--- config.mk ---
export PLATFORM = sky130hd
export DESIGN_NAME = alu_arbiter
export DESIGN_NICKNAME = d
export VERILOG_FILES = /design/src/rtl/alu_pkg.sv /design/src/rtl/alu_arbiter_alu.sv /design/src/rtl/alu_arbiter.sv
export SDC_FILE = /design/constraint.sdc
export NUM_CORES = 1
export LEC_CHECK = 0
export ABC_AREA = 1
export BUFFER_PORTS_ARGS = -buffer_cell sky130_fd_sc_hd__buf_4
export CORE_UTILIZATION = 50
export DETAILED_ROUTE_END_ITERATION = 12
export GPL_ROUTABILITY_DRIVEN = 1
export HOLD_SLACK_MARGIN = 0.08
export PLACE_DENSITY = 0.78
export SKIP_LAST_GASP = 1
export SYNTH_ARGS = -nofsm -noshare
export SYNTH_HDL_FRONTEND = slang
export SYNTH_SLANG_ARGS = --single-unit
--- constraint.sdc ---
create_clock -name clk -period 2.9 [get_ports clk]
set_input_delay 0.435 -clock clk [delete_from_list [all_inputs] [get_ports clk]]
set_output_delay 0.435 -clock clk [all_outputs]
set_load 0.02 [all_outputs]
--- src/rtl/alu_pkg.sv ---
// Shared definitions for the ALU arbiter: op codes, FSM state type and op decode helper.
package alu_pkg;

    localparam logic [3:0] OP_ADD = 4'b0010;
    localparam logic [3:0] OP_SUB = 4'b0110;

    typedef enum logic [1:0] {
        ST_IDLE,
        ST_EXEC,
        ST_RESP
    } state_t;

    function automatic logic op_supported(input logic [3:0] op);
        return (op == OP_ADD) || (op == OP_SUB);
    endfunction

endpackage

--- src/rtl/alu_arbiter_alu.sv ---
// Combinational ALU: add/subtract modulo 2^DATA_W, error flag for unknown op codes.
module alu_arbiter_alu
    import alu_pkg::*;
#(
    parameter int DATA_W = 32
) (
    input  logic              rst,
    input  logic [3:0]        op,
    input  logic [DATA_W-1:0] src1,
    input  logic [DATA_W-1:0] src2,
    output logic [DATA_W-1:0] res,
    output logic              zero,
    output logic              err
);

    always_comb begin
        res = '0;
        err = 1'b0;
        if (!rst) begin
            case (op)
                OP_ADD:  res = src1 + src2;
                OP_SUB:  res = src1 - src2;
                default: err = 1'b1;
            endcase
        end
        zero = (res == '0);
    end

endmodule

--- src/rtl/alu_arbiter.sv ---
// Two-requester round-robin front end for a single ALU: IDLE grants, EXEC computes, RESP holds.
module alu_arbiter
    import alu_pkg::*;
#(
    parameter int DATA_W = 32
) (
    input  logic              clk,
    input  logic              rst,
    input  logic              req0_valid,
    output logic              req0_ready,
    input  logic [3:0]        req0_op,
    input  logic [DATA_W-1:0] req0_src1,
    input  logic [DATA_W-1:0] req0_src2,
    input  logic              req1_valid,
    output logic              req1_ready,
    input  logic [3:0]        req1_op,
    input  logic [DATA_W-1:0] req1_src1,
    input  logic [DATA_W-1:0] req1_src2,
    output logic              rsp_valid,
    output logic              rsp_id,
    input  logic              rsp_ready,
    output logic [DATA_W-1:0] rsp_res,
    output logic              rsp_zero,
    output logic              rsp_err
);

    state_t            state_q, state_d;
    logic              last_grant_q, last_grant_d;
    logic              id_q, id_d;
    logic [3:0]        op_q, op_d;
    logic [DATA_W-1:0] src1_q, src1_d;
    logic [DATA_W-1:0] src2_q, src2_d;
    logic              rsp_valid_q, rsp_valid_d;
    logic              rsp_id_q, rsp_id_d;
    logic [DATA_W-1:0] rsp_res_q, rsp_res_d;
    logic              rsp_zero_q, rsp_zero_d;
    logic              rsp_err_q, rsp_err_d;

    logic              grant_any;
    logic              grant_id;
    logic [DATA_W-1:0] alu_res;
    logic              alu_zero;
    logic              alu_err;

    alu_arbiter_alu #(
        .DATA_W(DATA_W)
    ) u_alu (
        .rst (1'b0),
        .op  (op_q),
        .src1(src1_q),
        .src2(src2_q),
        .res (alu_res),
        .zero(alu_zero),
        .err (alu_err)
    );

    // On a tie the requester that did not win last time is chosen.
    always_comb begin
        grant_any = req0_valid | req1_valid;
        if (req0_valid && req1_valid) begin
            grant_id = ~last_grant_q;
        end else begin
            grant_id = req1_valid;
        end
        req0_ready = !rst && (state_q == ST_IDLE) && grant_any && !grant_id;
        req1_ready = !rst && (state_q == ST_IDLE) && grant_any && grant_id;
    end

    always_comb begin
        state_d      = state_q;
        last_grant_d = last_grant_q;
        id_d         = id_q;
        op_d         = op_q;
        src1_d       = src1_q;
        src2_d       = src2_q;
        rsp_valid_d  = rsp_valid_q;
        rsp_id_d     = rsp_id_q;
        rsp_res_d    = rsp_res_q;
        rsp_zero_d   = rsp_zero_q;
        rsp_err_d    = rsp_err_q;
        case (state_q)
            ST_IDLE: begin
                if (grant_any) begin
                    id_d         = grant_id;
                    last_grant_d = grant_id;
                    op_d         = grant_id ? req1_op   : req0_op;
                    src1_d       = grant_id ? req1_src1 : req0_src1;
                    src2_d       = grant_id ? req1_src2 : req0_src2;
                    state_d      = ST_EXEC;
                end
            end
            ST_EXEC: begin
                rsp_res_d   = alu_res;
                rsp_zero_d  = alu_zero;
                rsp_err_d   = alu_err;
                rsp_id_d    = id_q;
                rsp_valid_d = 1'b1;
                state_d     = ST_RESP;
            end
            ST_RESP: begin
                if (rsp_ready) begin
                    rsp_valid_d = 1'b0;
                    state_d     = ST_IDLE;
                end
            end
            default: state_d = ST_IDLE;
        endcase
    end

    always_ff @(posedge clk) begin
        if (rst) begin
            state_q      <= ST_IDLE;
            last_grant_q <= 1'b1;
            id_q         <= 1'b0;
            op_q         <= '0;
            src1_q       <= '0;
            src2_q       <= '0;
            rsp_valid_q  <= 1'b0;
            rsp_id_q     <= 1'b0;
            rsp_res_q    <= '0;
            rsp_zero_q   <= 1'b0;
            rsp_err_q    <= 1'b0;
        end else begin
            state_q      <= state_d;
            last_grant_q <= last_grant_d;
            id_q         <= id_d;
            op_q         <= op_d;
            src1_q       <= src1_d;
            src2_q       <= src2_d;
            rsp_valid_q  <= rsp_valid_d;
            rsp_id_q     <= rsp_id_d;
            rsp_res_q    <= rsp_res_d;
            rsp_zero_q   <= rsp_zero_d;
            rsp_err_q    <= rsp_err_d;
        end
    end

    assign rsp_valid = rsp_valid_q;
    assign rsp_id    = rsp_id_q;
    assign rsp_res   = rsp_res_q;
    assign rsp_zero  = rsp_zero_q;
    assign rsp_err   = rsp_err_q;

endmodule
# Word level (Yosys, flattened, before mapping)
# Index checks and enable logic that the tools add are counted.
# W data, S select, Z words.
# totals
regBits	108
word_cells	46
inputBits	141
# classes
eq_ne	6
n_mux	11
reduce_logical	14
n_addsub	2
n_bitwise	2
# ops
operator	n
$mux W32	2
$pmux W32 S2	1
$add A32 B32 Y32	1
$logic_not A32 Y1	1
$sub A32 B32 Y32	1
$pmux W2 S3	1
$reduce_and A2 Y1	3
$logic_and A1 B1 Y1	5
$eq A4 B2 Y1 const B	1
$eq A4 B3 Y1 const B	1
$mux W2	2
$mux W4	1
$ne A2 B2 Y1 const B	2
$mux W1	3
$eq A2 B1 Y1 const B	1
$eq A2 B2 Y1 const B	1
$logic_not A1 Y1	2
$logic_not A2 Y1	1
$pmux W1 S2	1
$reduce_bool A2 Y1	1
$reduce_or A2 Y1	1
$not A1 Y1	1
$or A1 B1 Y1	1

# Depth between registers and ports, before layout
# Gate-level depths: netlist of run 1.
# logic_depth
depth_word	4
depth_mapped	27

# By module
# Synthesis of run 1 repeated with hierarchy kept, for this count alone.
# unflattened
hier_cells	1482
area_unflattened_um2	8499.4
# modules_own_cells
mod	seq_area_each_um2	cells_per_inst	area_each_um2	n_inst
alu_arbiter	2162.1	710	4759.6	1
alu_arbiter_alu	0.0	772	3739.8	1

# Worst setup path before layout of run 1
# Ideal clock, no wire load.
# synth_path
path_type	flip-flop to flip-flop
from	reg src2_q[0]
to	reg rsp_zero_q (netlist: rsp_zero)
setup_time_ns	0.066
path_slack_ns	-0.105
required_time_ns	2.834
stages_incl_launch_ff	24
t_arrival_ns	2.939
period_less_slack_ns	3.005
cell_sequence	dfxtp_1 -> inv_1 -> ha_1 -> nand4_1 -> nor3_2 -> nand2_1 -> nor4_4 -> nand3_1 -> nor2_1 -> nor2_1 -> xor2_1 -> ha_1 -> nand2_1 -> nor2_1 -> inv_1 -> nor3_1 -> nand2_1 -> nand2_1 -> nand2_1 -> nand3_1 -> nand4_1 -> nor2_1 -> nand3_1 -> a21oi_2
# synth_between
elab_chain_cells	3
elab_cells_between_ends	4
# synth_lines
element	line_no	source
start, declared	alu_arbiter.sv:32	logic [DATA_W-1:0] src2_q, src2_d;
start signal, assigned	alu_arbiter.sv:129	src2_q <= src2_d;
$sub A32 B32 Y32 or $add A32 B32 Y32 (tied branches)	alu_arbiter_alu.sv:22, alu_arbiter_alu.sv:21	
$pmux W32 S2 *	alu_arbiter_alu.sv:20	case (op)
$logic_not A32 Y1 *	alu_arbiter_alu.sv:26	zero = (res == '0);
end signal, assigned	alu_arbiter.sv:133	rsp_zero_q <= rsp_zero_d;
end, declared	alu_arbiter.sv:36	logic rsp_zero_q, rsp_zero_d;
# Mark *: on every way between the ends. The rest lies on a longest branch, timed or not.
# A chain may end at the register's enable or synchronous reset.

# Final worst setup path of run 1
# Ends and elaborated chain as after synthesis.

==> impl_metrics.csv, run 1 <==
group,metric,value,unit
run_status,status,"finished, violations left",
run_status,violations,"setup timing",
sta,post-route-period-util,1.18,
setup_path,cp_slowest_cell,"dfxtp_2",
setup_path,cp-end-kind,"flop",
min_path,hold_path_class,"in -> reg",
sta,slew_viol_final,0,
setup_path,crit_arrival,3.73,ns
power_and_ir_drop,power.density,589,nW/um2
die,start_util,0.511,
global_route,gr-usage-all-layers,0.325,
sta,max_slew_margin,0.573,
logic_synthesis,ys_ff_latch,108,
logic_synthesis,synth_edf_count,0,
power_and_ir_drop,comb_power_share,0.543,
power_and_ir_drop,power.share.clock,0.182,
power_and_ir_drop,internal_power,0.00379,W
setup_path,crit_chain,"inv_2 > ha_4 > nand4_1 > nor3_2 > nand2_2 > nor4_4 > nand3_2 > nand2_1 > xor2_1 > ha_1 > nand2_2 > inv_1 > nand2_1 > nand2_2 > buf_6 > nand2_2 > nand2_2 > a21oi_2 > nand3_1 > nand3_2 > nand4_1 > nor2_2 > nand3_1 > a21oi_2",
clock_tree,clockBufferDepth,2,
logic_synthesis,async_flop_share,0,
logic_synthesis,yosysWarnings,0,
power_and_ir_drop,sw_frac_of_total,0.414,
clock_tree,cts_buffers,9,
route,wl,25200,um
layout,antennaDiodeCount,0,
die,rows,44,
clock_tree,tritoncts,"done",
route,detail-route-antenna-nets,0,
global_route,grt_max_degree,97,
route,vias_per_cell,5.30,
sta,tightest_slew,0.640,ns
power_and_ir_drop,power_switching,0.00267,W
route,drt_first_iter_violations,480,
place,place_congestion,0.924,
layout,drive_gt1_frac,0.354,
logic_synthesis,avgSynthCellArea,6.19,um2
setup_path,cp_slowest_stage_delay,0.33,ns
setup_path,crit_buf_inv,3,
route,num_vias,9002,
layout,area_growth,47.9,%
die,io_pins,179,
power_and_ir_drop,seq_power_share,0.275,
logic_synthesis,netlist-cell-type-count,37,
place,pre_cts_ws,-0.597,ns
sta,hold_violations,0,
die,die_area,15300,um2
logic_synthesis,yosysSeqAreaShare,0.291,
global_route,antenna_found_initial,0,
sta,rsz0062_at_grt,"true",
global_route,grt_overflow,0,
logic_synthesis,synth_nets,1373,
setup_path,critPathMaxFanout,4,
sta,holdWs,0.268,ns
clock_tree,h-tree-depth,3,
clock_tree,insertion_delay,0.36,ns
power_and_ir_drop,leakage,5.53,nW
route,drtPass1Iterations,5,
sta,skew,0.0103,ns
clock_tree,cts_root_buf,"clkbuf_16",
setup_path,critical_path_class,"reg -> reg",
power_and_ir_drop,ir_drop,0.337,mV
place,hpwl,19300,um
global_route,grt_pass1_vias,8047,
clock_tree,cts.sinks,108,
setup_path,crit_top_cell,"nand2_2",
sta,layout_min_cycle_time,3.43,ns
setup_path,required,3.20,ns
logic_synthesis,synth_top_flop_cell,"dfxtp_1",
die,die_w,124,um
setup_path,worstSetupStartpointType,"flop",
run,cap_violations,0,
die,die_h,124,um
route,drcViolationCount,0,
clock_tree,clk_pin_slew,0.08,ns
global_route,grt_pass1_wl,38600,um
sta,fmax,0.291,GHz
place,port_buffers,178,
setup_path,critPathTopFamily,"simple AND/OR/NAND/NOR gates",
layout,nets,1682,
logic_synthesis,syn_inst,1199,
sta,setup_viol,19,
route,wl_per_cell,14.8,um
die,core,14500,um2
power_and_ir_drop,power,0.00646,W
logic_synthesis,synthesis.area,7420,um2
sta,fin_ws,-0.531,ns
cell usage after synthesis, drive strengths merged, types with 9 or more instances:
cell type / n / area, um2
clkbuf: 40 / 150
nand3b: 10 / 75.1
nor3: 11 / 70.1
nand2: 400 / 1520
nand3: 80 / 425
inv: 136 / 510
ha: 32 / 400
a21oi: 63 / 330
xnor2: 9 / 78.8
nand4: 15 / 93.8
xor2: 21 / 184
nor2: 100 / 408
a31oi: 49 / 307
dfxtp: 108 / 2160
o21ai: 92 / 460
worst min-delay path: cells and delay by family:
family	cells	cell delay, ns
and+or+nand+nor	2	0.09
buffers and inverters	1	0.07
final timing paths:
kind	from	end	slack, ns	cells past startpoint
setup reg to reg	src2_q[0]	rsp_zero	-0.53	24
setup / recovery	src2_q[0]	rsp_zero	-0.53	24
hold / removal	req1_src2[11]	src2_q[11]	0.27	3
hold reg to reg	rsp_id	rsp_id	0.48	2
power by group through the flow:
stage	registers (W)	logic (W)	clock network, W
after floorplan	0.00184	0.00167	0
after global placement	0.00180	0.00294	0
after detailed placement	0.00180	0.00298	0
after CTS	0.00177	0.00315	0.00119
after global routing	0.00180	0.00384	0.00125
final	0.00178	0.00351	0.00118
registers in the layout (all words and copies together) (netlist names):
signal        count
rsp_err           1
src1_q           32
last_grant_q      1
rsp_id            1
rsp_valid         1
op_q              4
src2_q           32
rsp_zero          1
rsp_res          32
id_q              1
state_q           2
layer usage:
metal	vias up	track usage	wire, um
li1	4516	-	-
met1	4074	0.417	11000
met2	360	0.532	11600
met3	52	0.0632	1810
met4	0	0.130	763
met5	-	0	0
layout by cell type (no fill, tap or decap), drive strengths merged:
master,instances
dfxtp,108
a31oi,49
nor3,11
ha,32
buf,343
clkinvlp,3
clkbuf,9
o21bai,4
o211a,1
nand3b,10
o41ai,1
nor2,100
xor2,21
a211oi,1
or2,2
a21o,1
nand2,400
o211ai,8
nand4,15
nor4,3
and3,1
clkinv,5
inv,138
o21ai,92
xnor2,9
fa,1
a21oi,63
o31ai,2
nand3,80
metrics by stage:
step	utilization	cell area, um2	cells	TNS (ns)
finish	0.755	11000	1697	-4.20
global route	0.755	11000	1697	-9.21
CTS	0.722	10500	1692	-5.50
detailed placement	0.685	9950	1664	-4.48
global placement	0.685	9950	1664	-3.25
floorplan	-	7420	1199	-0.105
area by class of cell:
cell class,instances,area [um2]
well taps,184,230
inverters,139,522
repair buffers,343,2610
fillers,1206,3560
multi-input cells,907,5170
clock inverters,7,50.0
flip-flops and latches,108,2160
clock buffers,9,225
what timing repair did:
action,4_1_cts,5_1_grt
hold buffers,0,0
gates resized for setup,56,111
buffers inserted,12,6
endpoints found under the setup margin,21,27
hold endpoints to repair,0,0
pin swaps,37,63
logic make-up (layout without fill, tap and decap cells):
| logic type | Yosys count | after routing | synth area share |
|---|---|---|---|
| simple gates | 622 | 622 | 0.357 |
| compound gates | 222 | 222 | 0.167 |
| fa+ha+maj | 33 | 33 | 0.0566 |
| flops | 108 | 108 | 0.291 |
| buf+inv | 184 | 498 | 0.0936 |
| xor+xnor | 30 | 30 | 0.0354 |
(Power assumes the default switching activity.)
==> run 2: changes to the inputs <==
ABC_AREA = unset   (was 1)
CORE_UTILIZATION = 54   (was 50)
PLACE_DENSITY = 0.81   (was 0.78)
clock period = 3.2 ns   (was 2.9 ns; I/O delays follow)
==> run 2 against run 1 <==
Against the previous run: the run still ends with setup timing left; worst hold slack gained 0.15 ns; synthesized cell count decreased by 29%; setup slack worse by 0.72 ns; cell count fell by 20%; area after synthesis is 4.3% lower.
==> impl_metrics.csv, run 2 <==
group,metric,value,unit
run_status,status,"finished, violations left",
run_status,violations,"setup timing",
layout,final_cell_mix,"buf_4 (371), nor2_1 (125), dfxtp_1 (106), a211oi_1 (69), mux2i_1 (69)",
logic_synthesis,syn_inst,857,
logic_synthesis,yosysSeqAreaShare,0.304,
layout,layout_commonest_cell,"buf_4",
global_route,busiest_layer,"met2",
place,place_congestion,0.883,
logic_synthesis,yosysWarnings,0,
power_and_ir_drop,ir_drop,0.311,mV
global_route,antenna_found_initial,0,
route,wl,22200,um
logic_synthesis,synthMuxAreaShare,0.0988,
logic_synthesis,synthAdderAreaFrac,0.0592,
setup_path,worstSetupStartpointType,"flop",
global_route,met2_usage,0.526,
logic_synthesis,synth_common_cells,"nor2_1 (132), dfxtp_1 (108), a211oi_1 (70), mux2i_1 (69), a21oi_1 (68)",
route,drtPass1Iterations,5,
logic_synthesis,yosys.area.top_type,"dfxtp_1",
logic_synthesis,synth_xor_xnor_area_share,0.0726,
clock_tree,insertion_delay,0.36,ns
sta,hold_violations,0,
place,port_buffers,178,
route,num_vias,7757,
layout,nets,1362,
clock_tree,clk_pin_slew,0.07,ns
global_route,grt_pass1_wl,33200,um
layout,final_cells,1365,
die,die_h,117,um
clock_tree,clockBufferDepth,2,
sta,rsz0062_at_grt,"true",
route,vias_per_cell,5.68,
logic_synthesis,synth_top_flop_cell,"dfxtp_1",
logic_synthesis,async_flop_share,0,
place,dp_cells,1318,
sta,setup_viol,23,
global_route,use_met3,0.0384,
sta,holdWs,0.413,ns
setup_path,critPathMaxFanout,5,
clock_tree,cts_root_buf,"clkbuf_16",
sta,fmax,0.224,GHz
logic_synthesis,synthesis.area,7100,um2
setup_path,critical_path_class,"reg -> reg",
logic_synthesis,ys_ff_latch,108,
layout,nFillCells,741,
clock_tree,tritoncts,"done",
layout,area_growth,51.4,%
logic_synthesis,yosys-top-cells-area,"dfxtp_1 (30%), mux2i_1 (9.7%), a211oi_1 (7.4%)",
power_and_ir_drop,power,0.00564,W
sta,setup_tns,-12.35,ns
setup_path,cp-end-kind,"flop",
power_and_ir_drop,leakage,4.92,nW
logic_synthesis,synth_compound_area_frac,0.237,
setup_path,required,3.47,ns
die,die_area,13600,um2
place,hpwl,15400,um
run,cap_violations,0,
layout,fin_util,0.845,
sta,max_slew_margin,0.380,
die,core,12700,um2
logic_synthesis,yosys.area.top_type_share,0.304,
sta,post-route-period-util,1.39,
logic_synthesis,avgSynthCellArea,8.29,um2
logic_synthesis,yosysMostFrequentCell,"nor2_1",
power_and_ir_drop,power.density,525,nW/um2
clock_tree,h-tree-depth,3,
route,drcViolationCount,0,
global_route,use_met1,0.404,
global_route,grt_pass1_vias,6878,
route,wl_per_cell,16.3,um
route,detail-route-antenna-nets,0,
sta,skew,0.00759,ns
clock_tree,cts.sinks,108,
logic_synthesis,synthSimpleGateAreaFrac,0.180,
die,start_util,0.558,
logic_synthesis,synth_nets,1031,
layout,drive_gt1_frac,0.423,
die,io_pins,179,
sta,layout_min_cycle_time,4.46,ns
route,drt_first_iter_violations,568,
global_route,grt_overflow,0,
die,die_w,117,um
setup_path,cp_slowest_stage_delay,0.56,ns
setup_path,cp_slowest_cell,"or4_4",
clock_tree,cts_buffers,9,
logic_synthesis,netlist-cell-type-count,76,
global_route,grt_max_degree,89,
global_route,gr-usage-all-layers,0.310,
logic_synthesis,synth_top_family_by_area,"compound AO/OA/AOI/OAI gates",
sta,tightest_slew,0.931,ns
sta,slew_viol_final,0,
setup_path,crit_chain,"or4_4 > nor3_4 > nand2_2 > nor2_4 > nand2_4 > nor2_4 > a21oi_2 > xnor2_1 > ha_1 > nand2_1 > o21ai_2 > o21ba_4 > a31oi_4 > or4b_4 > o211ai_1 > xnor2_1 > nor2_1 > or4b_4 > o31ai_2",
die,rows,41,
clock_tree,hold_buffers,0,
layout,antennaDiodeCount,0,
setup_path,crit_arrival,4.73,ns
sta,fin_ws,-1.26,ns
logic_synthesis,synth_edf_count,0,
min_path,hold_path_class,"in -> reg",
## run 2: through the flow
stage                     area (um2)  setup WS [ns]
final                          10800          -1.26
after global routing           10800          -1.43
after CTS                      10500          -1.07
after detailed placement        9850          -1.18
after global placement          9850          -1.04
after floorplan                 7290          -1.01
## run 2: cell type report
type                            instances  area, um2  area share
Clock buffer                           14        254      0.0236
Tap cell                              172        215      0.0200
Clock inverter                          2       10.0    0.000931
Multi-Input combinational cell        672       5140       0.478
Sequential cell                       108       2160       0.201
Timing Repair Buffer                  380       2900       0.270
Inverter                               17       63.8     0.00593
## run 2: path summary, 6_finish.rpt
check / cells after the start / to / slack [ns] / from
max: 19 / rsp_zero / -1.26 / src2_q[3]
min: 3 / state_q[1] / 0.41 / rsp_ready
max reg2reg: 19 / rsp_zero / -1.26 / src2_q[3]
min reg2reg: 2 / rsp_res[24] / 0.46 / rsp_res[24]
## run 2: what timing repair did
action | CTS | global route
setup endpoints to repair | 23 | 27
buffers inserted | 14 | 18
gates resized for setup | 47 | 40
pin swaps | 39 | 36
## run 2: worst max-delay path: cells and delay by family (launching register included)
kind,cells,cell delay [ns]
flops,1,0.32
simple gates,10,2.44
xor+xnor,2,0.29
fa+ha+maj,1,0.38
compound gates,6,0.95
## run 2: kinds of logic after synthesis
kind of cell	after synthesis
multiplexers	70
AND/OR/NAND/NOR	268
buffers and inverters	77
AO/OA/AOI/OAI	243
XOR/XNOR	58
adder cells (fa/ha/maj)	33
flip-flops	108
## run 2: power breakdown
part | internal [W] | switching (W) | leakage, nW | total, W
logic | 0.00154 | 0.00151 | 3.90 | 0.00304
clock network | 0.000548 | 0.000478 | 0.131 | 0.00103
registers | 0.00148 | 0.0000968 | 0.890 | 0.00157
## run 2: per-layer routing
metal / up-vias / part of all wire
met5: - / 0
met4: 0 / 0.030
met3: 61 / 0.054
met2: 297 / 0.49
met1: 3616 / 0.43
li1: 3783 / -
